### src/rtl/spi_matrix_receiver.sv
// SPI slave modelling the LED-matrix driver register file (rows plus control registers).
// Optional BYTE_PAIR_EN: accept address and data as two separate 8-bit cs frames.
module spi_matrix_receiver #(
    parameter int unsigned SYNC_STAGES = 2
) (
    input  logic        clk,
    input  logic        reset,
    input  logic        mosi,
    input  logic        sclk,
    input  logic        cs,
    output logic [63:0] rows,
    output logic [7:0]  decode_mode,
    output logic [3:0]  intensity,
    output logic [2:0]  scan_limit,
    output logic        shutdown_n,
    output logic        display_test,
    output logic        frame_valid,
    output logic        frame_err,
    output logic [3:0]  last_addr,
    output logic [7:0]  last_data
);

    logic [SYNC_STAGES-1:0] sclk_sync;
    logic [SYNC_STAGES-1:0] cs_sync;
    logic [SYNC_STAGES-1:0] mosi_sync;
    logic                   sclk_d;
    logic                   cs_d;
    logic                   sclk_s;
    logic                   cs_s;
    logic                   mosi_s;
    logic                   sclk_rise;
    logic                   cs_rise;
    logic                   cs_fall;

    logic                   armed;
    logic [4:0]             bit_count;
    // Only the last 12 bits of a frame carry address and data, so the
    // ignored top nibble is never stored.
    logic [11:0]            shift_reg;

    logic                   commit_en;
    logic                   err_en;
    logic [3:0]             commit_addr;
    logic [7:0]             commit_data;

`ifdef BYTE_PAIR_EN
    logic                   pending_valid;
    logic [3:0]             pending_addr;
`endif

    assign sclk_s    = sclk_sync[SYNC_STAGES-1];
    assign cs_s      = cs_sync[SYNC_STAGES-1];
    assign mosi_s    = mosi_sync[SYNC_STAGES-1];
    assign sclk_rise = sclk_s & ~sclk_d;
    assign cs_rise   = cs_s & ~cs_d;
    assign cs_fall   = ~cs_s & cs_d;

    always_ff @(posedge clk or posedge reset) begin
        if (reset) begin
            sclk_sync <= '0;
            cs_sync   <= '0;
            mosi_sync <= '0;
            sclk_d    <= 1'b0;
            cs_d      <= 1'b0;
        end else begin
            sclk_sync <= {sclk_sync[SYNC_STAGES-2:0], sclk};
            cs_sync   <= {cs_sync[SYNC_STAGES-2:0], cs};
            mosi_sync <= {mosi_sync[SYNC_STAGES-2:0], mosi};
            sclk_d    <= sclk_s;
            cs_d      <= cs_s;
        end
    end

    always_comb begin
        commit_en   = 1'b0;
        err_en      = 1'b0;
        commit_addr = shift_reg[11:8];
        commit_data = shift_reg[7:0];
        if (cs_rise && armed) begin
            if (bit_count >= 5'd16) begin
                commit_en = 1'b1;
            end
`ifdef BYTE_PAIR_EN
            else if (bit_count == 5'd8) begin
                if (pending_valid) begin
                    commit_en   = 1'b1;
                    commit_addr = pending_addr;
                end
            end
`endif
            else begin
                err_en = 1'b1;
            end
        end
    end

`ifdef BYTE_PAIR_EN
    always_ff @(posedge clk or posedge reset) begin
        if (reset) begin
            pending_valid <= 1'b0;
            pending_addr  <= '0;
        end else if (cs_rise && armed) begin
            if (bit_count == 5'd8 && !pending_valid) begin
                pending_valid <= 1'b1;
                pending_addr  <= shift_reg[3:0];
            end else begin
                pending_valid <= 1'b0;
            end
        end
    end
`endif

    always_ff @(posedge clk or posedge reset) begin
        if (reset) begin
            armed        <= 1'b0;
            bit_count    <= '0;
            shift_reg    <= '0;
            rows         <= '0;
            decode_mode  <= '0;
            intensity    <= '0;
            scan_limit   <= '0;
            shutdown_n   <= 1'b0;
            display_test <= 1'b0;
            frame_valid  <= 1'b0;
            frame_err    <= 1'b0;
            last_addr    <= '0;
            last_data    <= '0;
        end else begin
            armed       <= armed | cs_s;
            frame_valid <= commit_en;
            frame_err   <= err_en;

            // An sclk edge landing with cs already high is not shifted.
            if (armed && cs_fall) begin
                bit_count <= '0;
            end else if (armed && sclk_rise && !cs_s) begin
                shift_reg <= {shift_reg[10:0], mosi_s};
                if (bit_count != 5'd31) begin
                    bit_count <= bit_count + 5'd1;
                end
            end

            if (commit_en) begin
                last_addr <= commit_addr;
                last_data <= commit_data;
                for (int unsigned k = 0; k < 8; k++) begin
                    if (commit_addr == 4'(k + 1)) begin
                        rows[8*k +: 8] <= commit_data;
                    end
                end
                case (commit_addr)
                    4'h9:    decode_mode  <= commit_data;
                    4'hA:    intensity    <= commit_data[3:0];
                    4'hB:    scan_limit   <= commit_data[2:0];
                    4'hC:    shutdown_n   <= commit_data[0];
                    4'hF:    display_test <= commit_data[0];
                    default: ;
                endcase
            end
        end
    end

endmodule

### config.mk
export PLATFORM = sky130hd
export DESIGN_NAME = spi_matrix_receiver
export DESIGN_NICKNAME = d
export VERILOG_FILES = /design/src/rtl/spi_matrix_receiver.sv
export SDC_FILE = /design/constraint.sdc
export NUM_CORES = 1
export LEC_CHECK = 0
export ABC_AREA = 1
export CAP_MARGIN = 5
export CORE_MARGIN = 8
export CORE_UTILIZATION = 45
export DETAILED_ROUTE_END_ITERATION = 8
export PLACE_DENSITY = 0.72
export RECOVER_POWER = 50
export SLEW_MARGIN = 10
export SYNTH_ARGS = -nofsm -noshare
export SYNTH_HDL_FRONTEND = slang
export SYNTH_SLANG_ARGS = --single-unit
### constraint.sdc
create_clock -name clk -period 13 [get_ports clk]
set_input_delay 3.25 -clock clk [delete_from_list [all_inputs] [get_ports clk]]
set_output_delay 3.25 -clock clk [all_outputs]
set_load 0.01 [all_outputs]
==> metrics.md <==
| Metric | Value |
|---|---|
| Status | `complete, but fails checks` |
| Failing checks | `max-capacitance violations, max-slew violations` |
| DRT Pass-1 Iters | `5` |
| Top sig layer | `met4` |
| Final ANT Viol Nets | `0` |
| Slowest stage delay, CP | `970 ps` |
| Detailed-route wire length | `12360 um` |
| Num CTS Buffers | `17` |
| Clock slew at reported path FFs | `60 ps` |
| Buf/Inv on CP | `3` |
| Fmax | `0.1932 GHz` |
| First-pass GRT wire length | `20380 um` |
| PostCTS Resize Cnt | `0` |
| Max FFs per register | `64` |
| Max-slew violations | `88` |
| Slew at the pin closest to its max-slew limit | `3306 ps` |
| Initial DRC count | `446` |
| CP top delay family | `buffers and inverters` |
| Synth Warn # | `0` |
| Syn Nets | `531` |
| Top post-synthesis cells by area | `dfrtp_1, nand2_1, nand3_1, o21ai_0, inv_1` |
| Leakage | `3.232 nW` |
| Required time worst endpoint | `13470 ps` |
| Remaining DRCs | `0` |
| Hold Violations, Final | `0` |
| Number of port buffers | `99` |
| Initial antenna violation count | `0` |
| Final Util | `61.99%` |
| Cell area after synthesis | `4762 um^2` |
| Nets | `630` |
| Final setup viols | `0` |
| Critical path class | `in -> async` |
| Die height | `118.9 um` |
| Layout Area Growth over Synthesis | `34.39%` |
| Vias per inst | `5.074` |
| Power Density | `135.7 nW/um^2` |
| Critical path arrival | `5640 ps` |
| Rel. slew slack | `-120.4%` |
| RSZ-0062 raised after global routing | `false` |
| Number of antenna diodes | `0` |
| Routed length on met1 | `5088 um` |
| Commonest non-fill, non-tap cell in the layout | `nand2_1` |
| Max stage delay cell, worst path | `buf_4` |
| Root buffer cell | `clkbuf_8` |
| Final global-route overflow total | `0` |
| Total GRT Usage | `18.08%` |
| Post-Syn Instances | `524` |
| Final WS setup | `7825 ps` |
| Register area share after synthesis | `63.58%` |
| Overall die area | `14130 um^2` |
| Fin crit share | `39.81%` |
| Setup TNS | `0 ps` |
| Routed wl met3 | `901 um` |
| Placed Cells | `740` |
| Post-CTS Setup Repair Bufs | `0` |
| Yosys reg bits | `121` |
| Clk sinks | `121` |
| CP Launch Type | `input pin` |
| Hold Buf Count CTS | `0` |
| Setup Skew | `11.68 ps` |
| Crit. End Element | `async pin` |
| Routability congestion estimate | `0.7805` |
| Hpwl dp | `8026 um` |
| Die width | `118.9 um` |
| Post-synth cell types | `19` |
| Clk_lat worst skew | `520 ps` |
| Placed instance area | `5838 um^2` |
| Starting Density | `46.13%` |
| Yosys top cell area share | `63.58%` |
| Largest area contributor in the netlist | `dfrtp_1` |
| Layout cells sized above 1 | `6.447%` |
| Non-Filler Instances | `772` |
| HP Class | `reg -> reg` |
| Max-Cap Viols | `1` |
| Core footprint | `10320 um^2` |
| Average wire per standard cell | `16.01 um` |
| Most frequent cells in the layout | `nand2_1, dfrtp_1, nand3_1` |
| CP Max Fanout | `88` |
| DP Worst Slack | `7874 ps` |
| Min Tclk post-route | `5175 ps` |
| Final Cell Area | `6400 um^2` |
| Largest net degree at the start of global routing | `89` |
| Number of H-tree levels | `4` |
| Vias in the first global route | `3914` |
| # IOs | `100` |
| CTS tree | `yes` |
| Syn_area_per_cell | `9.088 um^2` |
| Site Rows | `37` |
| CP cell instances | `dlygate4sd3_1, clkinvlp_2, buf_4` |
| Peak supply drop | `0.07448 mV` |
| Routed vias | `3917` |
| Routed length on met2 | `6130 um` |
| Bufs on Longest Clock Path | `2` |
## cell families after synthesis
family | count (synthesis) | share of synthesized area (%)
xor+xnor | 1 | 0.1840
buf+inv | 42 | 3.810
flops | 121 | 63.58
fa+ha+maj | 2 | 0.5254
simple gates | 334 | 29.37
compound gates | 24 | 2.522
## cells in the mapped netlist (all sizes together)
cell type    n
nand2      226
dfrtp      121
nand3       85
o21ai       24
inv         21
nor2        18
buf         11
clkbuf      10
ha           2
nand4        2
nand3b       1
nor3         1
or2          1
xor2         1
## cell type report
cell class	instances	area, um^2
Timing Repair Buffer	101	1002
Tap cell	136	170.2
Inverter	21	80.08
Clock inverter	8	92.59
Clock buffer	24	480.5
Fill cell	846	3924
Sequential cell	121	3028
Multi-Input combinational cell	361	1546
## stage by stage
stage | hold slack, ps | total power [mW]
final | 344.4 | 0.8687
after global routing | 355.1 | 0.8952
after CTS | 345.6 | 0.8756
after detailed placement | 334.7 | 0.4269
after global placement | 333.2 | 0.4257
after floorplan | 331.2 | 0.4126
## per-layer routing
layer	GRT usage, %	vias up
met2	29.88	138
met3	6.377	17
met4	7.194	0
li1	-	1874
met1	21.19	1888
met5	0	-
## worst register-to-register path, stage by stage, from the launching register on
cell and delay [ps]:
dfrtp_1 400, inv_1 170, nand4_1 800, clkinv_1 160
clkbuf_1 2350, nand2_1 780, nand2_1 260, nand2_1 90
## path summary, 6_finish.rpt
kind / cells past startpoint / slack (ps) / end / startpoint
setup / recovery: 3 / 7820 / armed / reset
hold / removal: 0 / 340 / mosi_sync[1] / mosi_sync[0]
setup reg to reg: 7 / 7860 / rows[17] / cs_d
hold reg to reg: 0 / 340 / mosi_sync[1] / mosi_sync[0]
max in group clk: 7 / 7860 / rows[17] / cs_d
min in group asynchronous: 2 / 3510 / rows[27] / reset
## power breakdown
part	switching [mW]	internal, mW	total [mW]
logic	0.0125	0.00427	0.0168
clock network	0.158	0.291	0.449
registers	0.0212	0.382	0.403
No activity file was read; power rests on OpenSTA's default activity.
